--- config.mk ---
export PLATFORM = sky130hd
export DESIGN_NAME = weighted_sum_accumulator_flat
export DESIGN_NICKNAME = d
export VERILOG_FILES = /design/src/rtl/weighted_sum_accumulator_if.sv /design/src/rtl/weighted_sum_accumulator.sv /design/src/flat_wrapper.sv
export SDC_FILE = /design/constraint.sdc
export NUM_CORES = 1
export LEC_CHECK = 0
export ABC_CLOCK_PERIOD_IN_PS = 2850
export CAP_MARGIN = 40
export CORE_AREA = 2 2 85 87
export CTS_CLUSTER_SIZE = 24
export DETAILED_ROUTE_END_ITERATION = 8
export DIE_AREA = 0 0 87 89
export PLACE_DENSITY_LB_ADDON = 0.1
export SYNTH_ARGS = -nofsm -noshare
export SYNTH_HDL_FRONTEND = slang
export SYNTH_SLANG_ARGS = --single-unit
--- constraint.sdc ---
create_clock -name clk -period 2.85 [get_ports clk]
set_input_delay 0.4275 -clock clk [delete_from_list [all_inputs] [get_ports clk]]
set_output_delay 0.4275 -clock clk [all_outputs]
set_load 0.1 [all_outputs]
--- src/rtl/weighted_sum_accumulator_if.sv ---
// Handshake bundle between the weighted product stage, the frame accumulator and its consumer.
// The master modport is the side that feeds samples and takes results; the slave modport is the accumulator.
interface weighted_sum_accumulator_if #(
    parameter int IN_W  = 16,
    parameter int ACC_W = 24,
    parameter int CNT_W = 3
);
    logic             in_valid;
    logic             in_ready;
    logic [IN_W-1:0]  in_data;
    logic             flush;
    logic             out_valid;
    logic             out_ready;
    logic [ACC_W-1:0] out_sum;
    logic [CNT_W-1:0] out_count;
    logic             out_sat;

    modport master (
        output in_valid, in_data, flush, out_ready,
        input  in_ready, out_valid, out_sum, out_count, out_sat
    );

    modport slave (
        input  in_valid, in_data, flush, out_ready,
        output in_ready, out_valid, out_sum, out_count, out_sat
    );
endinterface

--- src/rtl/weighted_sum_accumulator.sv ---
// Frame accumulator: sums up to COUNT unsigned product words into a saturating total,
// closes the frame on the COUNT-th sample or on an early flush, and holds the result until taken.
module weighted_sum_accumulator #(
    parameter int IN_W  = 16,
    parameter int ACC_W = 24,
    parameter int COUNT = 4,
    parameter int CNT_W = 3
) (
    input logic clk,
    input logic rst,
    weighted_sum_accumulator_if.slave bus
);
    typedef enum logic {ACCUM = 1'b0, HOLD = 1'b1} state_t;

    state_t           state, state_next;
    logic [ACC_W-1:0] acc, acc_next, acc_upd;
    logic [CNT_W-1:0] cnt, cnt_next, cnt_upd;
    logic             sat, sat_next, sat_upd;
    logic [ACC_W:0]   add_res;
    logic             accept, close, ready_int;
    logic [ACC_W-1:0] sum_reg;
    logic [CNT_W-1:0] count_reg;
    logic             sat_reg;

    // Returns {overflow, value}; value clamps to all ones when the carry out is set.
    function automatic logic [ACC_W:0] sat_add(input logic [ACC_W-1:0] a, input logic [IN_W-1:0] b);
        logic [ACC_W:0] s;
        s = {1'b0, a} + {{(ACC_W + 1 - IN_W){1'b0}}, b};
        if (s[ACC_W]) begin
            return {1'b1, {ACC_W{1'b1}}};
        end
        return s;
    endfunction

    assign ready_int = (state == ACCUM) && !rst;
    assign accept    = bus.in_valid && ready_int;
    assign add_res   = sat_add(acc, bus.in_data);

    always_comb begin
        acc_upd    = acc;
        cnt_upd    = cnt;
        sat_upd    = sat;
        state_next = state;
        acc_next   = acc;
        cnt_next   = cnt;
        sat_next   = sat;
        close      = 1'b0;
        if (accept) begin
            acc_upd = add_res[ACC_W-1:0];
            cnt_upd = cnt + CNT_W'(1);
            sat_upd = sat | add_res[ACC_W];
        end
        case (state)
            ACCUM: begin
                acc_next = acc_upd;
                cnt_next = cnt_upd;
                sat_next = sat_upd;
                // An empty frame is never closed, even on flush.
                close = (accept && (cnt_upd == CNT_W'(COUNT))) ||
                        (bus.flush && (cnt_upd != '0));
                if (close) begin
                    state_next = HOLD;
                end
            end
            HOLD: begin
                if (bus.out_ready) begin
                    state_next = ACCUM;
                    acc_next   = '0;
                    cnt_next   = '0;
                    sat_next   = 1'b0;
                end
            end
            default: state_next = ACCUM;
        endcase
    end

    always_ff @(posedge clk) begin
        if (rst) begin
            state     <= ACCUM;
            acc       <= '0;
            cnt       <= '0;
            sat       <= 1'b0;
            sum_reg   <= '0;
            count_reg <= '0;
            sat_reg   <= 1'b0;
        end else begin
            state <= state_next;
            acc   <= acc_next;
            cnt   <= cnt_next;
            sat   <= sat_next;
            if (close) begin
                sum_reg   <= acc_upd;
                count_reg <= cnt_upd;
                sat_reg   <= sat_upd;
            end
        end
    end

    assign bus.in_ready  = ready_int;
    assign bus.out_valid = (state == HOLD);
    assign bus.out_sum   = sum_reg;
    assign bus.out_count = count_reg;
    assign bus.out_sat   = sat_reg;
endmodule

--- src/flat_wrapper.sv ---
// flat-port wrapper written by rule: the top's interface ports become plain ports
module weighted_sum_accumulator_flat 
#(
    parameter int IN_W  = 16,
    parameter int ACC_W = 24,
    parameter int COUNT = 4,
    parameter int CNT_W = 3
)
  (clk, rst, bus_in_valid, bus_in_data, bus_flush, bus_out_ready, bus_in_ready, bus_out_valid, bus_out_sum, bus_out_count, bus_out_sat);
  weighted_sum_accumulator_if #(.IN_W(IN_W), .ACC_W(ACC_W), .CNT_W(CNT_W)) bus_i ();
  input logic clk;
  input logic rst;
  input wire logic [$bits(bus_i.in_valid)-1:0] bus_in_valid;
  input wire logic [$bits(bus_i.in_data)-1:0] bus_in_data;
  input wire logic [$bits(bus_i.flush)-1:0] bus_flush;
  input wire logic [$bits(bus_i.out_ready)-1:0] bus_out_ready;
  output wire logic [$bits(bus_i.in_ready)-1:0] bus_in_ready;
  output wire logic [$bits(bus_i.out_valid)-1:0] bus_out_valid;
  output wire logic [$bits(bus_i.out_sum)-1:0] bus_out_sum;
  output wire logic [$bits(bus_i.out_count)-1:0] bus_out_count;
  output wire logic [$bits(bus_i.out_sat)-1:0] bus_out_sat;
  assign bus_i.in_valid = bus_in_valid;
  assign bus_i.in_data = bus_in_data;
  assign bus_i.flush = bus_flush;
  assign bus_i.out_ready = bus_out_ready;
  assign bus_in_ready = bus_i.in_ready;
  assign bus_out_valid = bus_i.out_valid;
  assign bus_out_sum = bus_i.out_sum;
  assign bus_out_count = bus_i.out_count;
  assign bus_out_sat = bus_i.out_sat;
  weighted_sum_accumulator #(.IN_W(IN_W), .ACC_W(ACC_W), .COUNT(COUNT), .CNT_W(CNT_W)) u_core (.clk(clk), .rst(rst), .bus(bus_i));
endmodule
==> impl_metrics.env, run 1 <==
export IMPL_status="finished, final reports clean"
export IMPL_hold_viol_final=0
export IMPL_path_cells="clkdlybuf4s50_1, fa_2, a21o_1, a221oi_2, o32a_1, a211oi_2, nand2b_4, buf_6, buf_12, nor2_2, nor2_1, o22a_1"
export IMPL_worstSetupPathType="primary input to register"
export IMPL_arrival_ps=2940
export IMPL_multi_input_area_sq_um=2020
export IMPL_synthDistinctLibCells=55
export IMPL_synth_nets=453
export IMPL_slew_viol_final=0
export IMPL_die_area_sq_um=7740
export IMPL_port_buffers=50
export IMPL_io_pins=51
export IMPL_synth_cells=414
export IMPL_finalPower_mw=2.51
export IMPL_grt_pass1_vias=3344
export IMPL_p_per_area_nw_per_um2=567
export IMPL_cts_max_path_buffers=2
export IMPL_drv_cap=0
export IMPL_path_clk_slew_ps=70
export IMPL_hpwl_mm=6.60
export IMPL_row_count=30
export IMPL_htree_levels=3
export IMPL_hp_class="register to register"
export IMPL_vias=3351
export IMPL_maxSlewHeadroom_pct=65.2
export IMPL_required_ps=3080
export IMPL_area_growth_pct=35.4
export IMPL_critPathLaunchType="primary input"
export IMPL_yosysWarnings=0
export IMPL_via_per_inst=5.57
export IMPL_path_max_fanout=6
export IMPL_drc=0
export IMPL_leakage_nw=1.91
export IMPL_crit_slowest_cell="clkdlybuf4s50_1"
export IMPL_cts_root_buf="clkbuf_8"
export IMPL_dr_first_iter_drc_count=190
export IMPL_fin_crit_ps=2710
export IMPL_core_sq_um=6720
export IMPL_worstSkewPairLatency_ps=340
export IMPL_die_width_um=87
export IMPL_overflow=0
export IMPL_final_nets=557
export IMPL_wirelength_mm=8.97
export IMPL_stdcell_area_sq_um=4420
export IMPL_fmax_ghz=0.370
export IMPL_routedWlPerCell_um=14.9
export IMPL_cts_made_buffers=9
export IMPL_synth_area_per_cell_sq_um=7.89
export IMPL_ant_nets=0
export IMPL_ctsHoldBuffers=0
export IMPL_seq_area_sq_um=1140
export IMPL_grt_first_pass_wirelength_mm=15.4
export IMPL_firstDrtPassIters=4
export IMPL_fin_cells=602
export IMPL_rsz0062_at_grt="false"
export IMPL_grtUsageTotal_pct=25.2
export IMPL_synth_edf_count=0
export IMPL_max_vdd_ir_drop_v=0.000353
export IMPL_start_util_pct=48.6
export IMPL_whs_ps=456
export IMPL_worst_path_buf_inv=3
export IMPL_ys_seq_elements=57
export IMPL_finalSetupViolCount=0
export IMPL_worst_setup_path_end_kind="register"
export IMPL_n_antenna_cell=0
export IMPL_grt_max_degree=35
export IMPL_chipHeight_um=89
export IMPL_cts_tree="done"
export IMPL_dpl_cell_area_sq_um=4160
export IMPL_worst_path_largest_cell_delay_ps=490
export IMPL_synth_ff_type="dfxtp_1"
export IMPL_tightest_slew_ps=522
export IMPL_placed_cells=584
export IMPL_antenna_found_initial=0
export IMPL_async_flop_share_pct=0
export IMPL_fin_crit_sh_pct=94.9
export IMPL_gp_congestion=0.874
export IMPL_ys_seq_area_share_pct=34.9
export IMPL_cp_top_family="compound AO/OA/AOI/OAI gates"
export IMPL_syn_area_sq_um=3270
export IMPL_drive_above_1_share_pct=24.7
export IMPL_clkSinkCount=57
export IMPL_fill_cells=619
export IMPL_finClkSkew_ps=12.9
## layout by cell type (no fill, tap or decap), types with 3 or more instances in the layout
cell              n
clkdlybuf4s50_1  19
or3_1             4
buf_4            90
o21ai_0          12
inv_1             7
a21o_1            6
o211ai_1          9
nor2b_1           3
nor2_2            6
ha_1             16
nand3_1           6
clkinv_2          3
o22a_1           12
clkbuf_8          9
xor2_1            5
dfxtp_1          57
nand2_1          45
nor2_1           64
nor3_1            6
nand4_1           8
xnor2_1          10
a311oi_1          4
o221ai_1         11
o21a_1            3
buf_6             3
a21oi_1          57
## logic make-up (layout without fill, tap and decap cells)
group                      count (synthesis)  count (layout)  share of synthesized area, %
and+or+nand+nor                          157             157                          21.1
AOI/OAI and AO/OA                        136             136                          28.1
DFF                                       57              57                          34.9
buffers and inverters                     30             138                          4.41
adders and majority gates                 18              18                          7.13
xor gates and xnor gates                  15              15                          4.02
muxes                                      1               1                         0.307
## cell usage after synthesis (all sizes together) (3+ instances only)
library cell / number / area [sq um]
nand2: 45 / 169
dfxtp: 57 / 1140
nand2b: 4 / 27.5
ha: 17 / 213
o221ai: 11 / 96.3
a21oi: 59 / 299
xnor2: 10 / 87.6
nor2: 70 / 263
o22a: 12 / 105
o21a: 3 / 22.5
a311oi: 4 / 35.0
nand4: 8 / 50.1
xor2: 5 / 43.8
nand3: 6 / 30.0
nor3: 7 / 35.0
a21o: 6 / 45.0
nor2b: 3 / 18.8
buf: 10 / 67.6
clkbuf: 12 / 46.3
o211ai: 10 / 80.1
o21ai: 14 / 70.1
or3: 4 / 25.0
inv: 8 / 30.0
## through the flow
step	setup TNS, ps	setup WS (ps)	utilization (%)
2_1_floorplan	0	80.1	-
3_3_place_gp	-11310	-357	61.8
3_5_place_dp	-13350	-433	61.8
4_1_cts	0	17.8	64.8
5_1_grt	0	11.0	65.8
6_report	0	144	65.8
## layout make-up
| cell class | instances | area share (%) |
|---|---|---|
| multi-input cells | 327 | 45.7 |
| flip-flops and latches | 57 | 25.8 |
| repair buffers | 115 | 21.5 |
| clock buffers | 11 | 2.97 |
| well taps | 80 | 2.26 |
| clock inverters | 4 | 1.02 |
| inverters | 8 | 0.679 |
## worst reg2reg max path, delay by kind of cell, from the launching register on
family / cells / cell delay [ps]
simple gates: 1 / 70
flops: 1 / 390
fa+ha+maj: 2 / 440
buf+inv: 2 / 330
xor+xnor: 1 / 170
compound gates: 5 / 1150
## final timing paths
kind | start | to | cells after the start | slack (ps)
setup / recovery | bus_in_data[1] | u_core.acc[0] | 12 | 140
hold / removal | u_core.bus.out_sum[18] | u_core.bus.out_sum[18] | 2 | 460
setup reg to reg | u_core.acc[0] | u_core.bus.out_sum[20] | 11 | 230
hold reg to reg | u_core.bus.out_sum[18] | u_core.bus.out_sum[18] | 2 | 460
## per-layer routing
metal / track usage (%) / vias up / share of wire, %
li1: - / 1706 / -
met1: 32.6 / 1538 / 47
met2: 42.6 / 91 / 46
met3: 3.69 / 16 / 5.0
met5: 0 / - / 0
met4: 9.94 / 0 / 1.9
## power breakdown
| group | internal (mW) | total, mW | switching (mW) | leakage (nW) |
|---|---|---|---|---|
| Combinational | 0.341 | 0.897 | 0.555 | 1.35 |
| Clock | 0.395 | 0.713 | 0.319 | 0.0929 |
| Sequential | 0.855 | 0.899 | 0.0443 | 0.464 |
## what timing repair did
action                                  4_1_cts  5_1_grt
resized for setup                             3       15
setup buffers                                 1        2
cloned                                        0        0
pin swaps                                     2        8
endpoints found under the setup margin       15       35
hold endpoints to repair                      0        0
(Power assumes the default switching activity.)
==> run 2: changes to the inputs <==
--- a/config.mk
+++ b/config.mk
@@ -5,12 +5,12 @@
 export SDC_FILE = /design/constraint.sdc
 export NUM_CORES = 1
 export LEC_CHECK = 0
-export ABC_CLOCK_PERIOD_IN_PS = 2850
+export ABC_CLOCK_PERIOD_IN_PS = 3100
 export CAP_MARGIN = 40
-export CORE_AREA = 2 2 85 87
+export CORE_AREA = 2 2 81 83
 export CTS_CLUSTER_SIZE = 24
 export DETAILED_ROUTE_END_ITERATION = 8
-export DIE_AREA = 0 0 87 89
+export DIE_AREA = 0 0 83 85
 export PLACE_DENSITY_LB_ADDON = 0.1
 export SYNTH_ARGS = -nofsm -noshare
 export SYNTH_HDL_FRONTEND = slang
==> constraint.sdc (replaced) <==
create_clock -name clk -period 3.1 [get_ports clk]
set_input_delay 0.465 -clock clk [delete_from_list [all_inputs] [get_ports clk]]
set_output_delay 0.465 -clock clk [all_outputs]
set_load 0.1 [all_outputs]
==> run 2 against run 1 <==
Critical endpoint is now u_core.acc[2]. Clock skew is 4.5 ps lower. Clock power is 3% higher. Die area is 8.9% lower. Flip-flop and latch count stayed put. Register-to-register slack better by 140 ps. Utilization is 1.8 points higher. Non-clock buffer count is 26 lower. Highest routed layer unchanged.
==> impl_metrics.env, run 2 (same netlist as run 1, synthesis figures left out) <==
export IMPL_path_cells="clkdlybuf4s50_1, ha_1, fa_1, a21o_1, a221oi_2, o32a_1, a211oi_2, nand2b_2, buf_4, nor2_1, nor2_1, o22a_1"
export IMPL_final_nets=531
export IMPL_fin_crit_sh_pct=95.6
export IMPL_max_vdd_ir_drop_v=0.000344
export IMPL_p_per_area_nw_per_um2=554
export IMPL_grt_first_pass_wirelength_mm=14.6
export IMPL_die_area_sq_um=7060
export IMPL_worst_path_largest_cell_delay_ps=410
export IMPL_io_pins=51
export IMPL_area_growth_pct=28.4
export IMPL_maxSlewHeadroom_pct=64.3
export IMPL_worst_setup_path_end_kind="register"
export IMPL_wirelength_mm=8.72
export IMPL_finalSetupViolCount=0
export IMPL_fin_cells=574
export IMPL_clkSinkCount=57
export IMPL_cts_root_buf="clkbuf_8"
export IMPL_status="finished, final reports clean"
export IMPL_grtUsageTotal_pct=25.1
export IMPL_routedWlPerCell_um=15.2
export IMPL_drive_above_1_share_pct=19.1
export IMPL_cts_made_buffers=9
export IMPL_drv_cap=0
export IMPL_path_clk_slew_ps=60
export IMPL_place_ws_ps=-202
export IMPL_finClkSkew_ps=8.38
export IMPL_hold_viol_final=0
export IMPL_path_max_fanout=10
export IMPL_dr_first_iter_drc_count=169
export IMPL_hp_class="register to register"
export IMPL_overflow=0
export IMPL_final_cell_mix="nor2_1 (69), buf_4 (68), a21oi_1 (58)"
export IMPL_fin_ws_ps=136
export IMPL_antenna_found_initial=0
export IMPL_vias=3310
export IMPL_whs_ps=453
export IMPL_setup_tns_ps=0
export IMPL_grt_pass1_vias=3194
export IMPL_stdcell_area_sq_um=4190
export IMPL_slew_viol_final=0
export IMPL_ctsHoldBuffers=0
export IMPL_via_per_inst=5.77
export IMPL_placed_cells=556
export IMPL_leakage_nw=1.77
export IMPL_die_width_um=83
export IMPL_final_common_cell="nor2_1"
export IMPL_grt_max_degree=35
export IMPL_critPathLaunchType="primary input"
export IMPL_required_ps=3320
export IMPL_row_count=29
export IMPL_ant_nets=0
export IMPL_cts_max_path_buffers=2
export IMPL_firstDrtPassIters=5
export IMPL_finalPower_mw=2.32
export IMPL_gp_congestion=0.857
export IMPL_fill_cells=527
export IMPL_arrival_ps=3180
export IMPL_n_antenna_cell=0
export IMPL_port_buffers=50
export IMPL_fin_util_pct=67.6
export IMPL_cp_top_family="compound AO/OA/AOI/OAI gates"
export IMPL_start_util_pct=52.6
export IMPL_drc=0
export IMPL_worst_path_buf_inv=2
export IMPL_htree_levels=3
export IMPL_chipHeight_um=85
export IMPL_dpl_cell_area_sq_um=3960
export IMPL_cts_tree="done"
export IMPL_fmax_ghz=0.337
export IMPL_worstSkewPairLatency_ps=340
export IMPL_cp_common_cell="nor2_1"
export IMPL_core_sq_um=6200
export IMPL_crit_slowest_cell="clkdlybuf4s50_1"
export IMPL_hpwl_mm=6.07
export IMPL_fin_crit_ps=2960
export IMPL_tightest_slew_ps=535
export IMPL_worstSetupPathType="primary input to register"
run 2: cell count changes in the layout (fill, tap and decap cells not counted), sizes merged:
cell and change:
clkinv -2, buf -26, clkdlybuf4s50 +1, clkbuf +3
dlymetal6s2s -1
run 2: final cells by class:
type                    instances  area [sq um]  area share (%)
repair buffers                 89           731            17.4
clock inverters                 2          35.0           0.835
inverters                       8          30.0           0.716
multi-input cells             327          1990            47.4
clock buffers                  14           173            4.12
well taps                      77          96.3            2.30
flip-flops and latches         57          1140            27.2
run 2: path summary, 6_finish.rpt:
path,slack [ps],depth (start not counted),to,startpoint
setup / recovery,140,12,u_core.acc[2],bus_in_data[0]
hold / removal,450,2,u_core.bus.out_sum[2],u_core.bus.out_sum[2]
setup reg to reg,370,11,u_core.acc[2],u_core.acc[0]
hold reg to reg,450,2,u_core.bus.out_sum[2],u_core.bus.out_sum[2]
run 2: repair_timing:
action | 4_1_cts | 5_1_grt
buffers inserted | 0 | 2
resized for setup | 0 | 4
endpoints found under the setup margin | 0 | 11
run 2: metal layers:
layer	track usage [%]	vias to the layer above	routed length (um)
met4	10.9	0	133
li1	-	1655	-
met1	32.7	1537	4040
met2	41.7	103	4080
met3	3.79	15	465
met5	0	-	0
run 2: worst min-delay path, delay by kind of cell (launching register included):
kind,cells,cell delay (ps)
AO/OA/AOI/OAI,1,50
flip-flops,1,310
AND/OR/NAND/NOR,1,50
run 2: where the power goes:
group | leakage (nW) | internal [mW] | total [mW] | switching [mW]
combinational | 1.19 | 0.271 | 0.769 | 0.498
clock | 0.107 | 0.437 | 0.731 | 0.294
sequential | 0.464 | 0.786 | 0.825 | 0.0393
total | 1.77 | 1.49 | 2.32 | 0.831
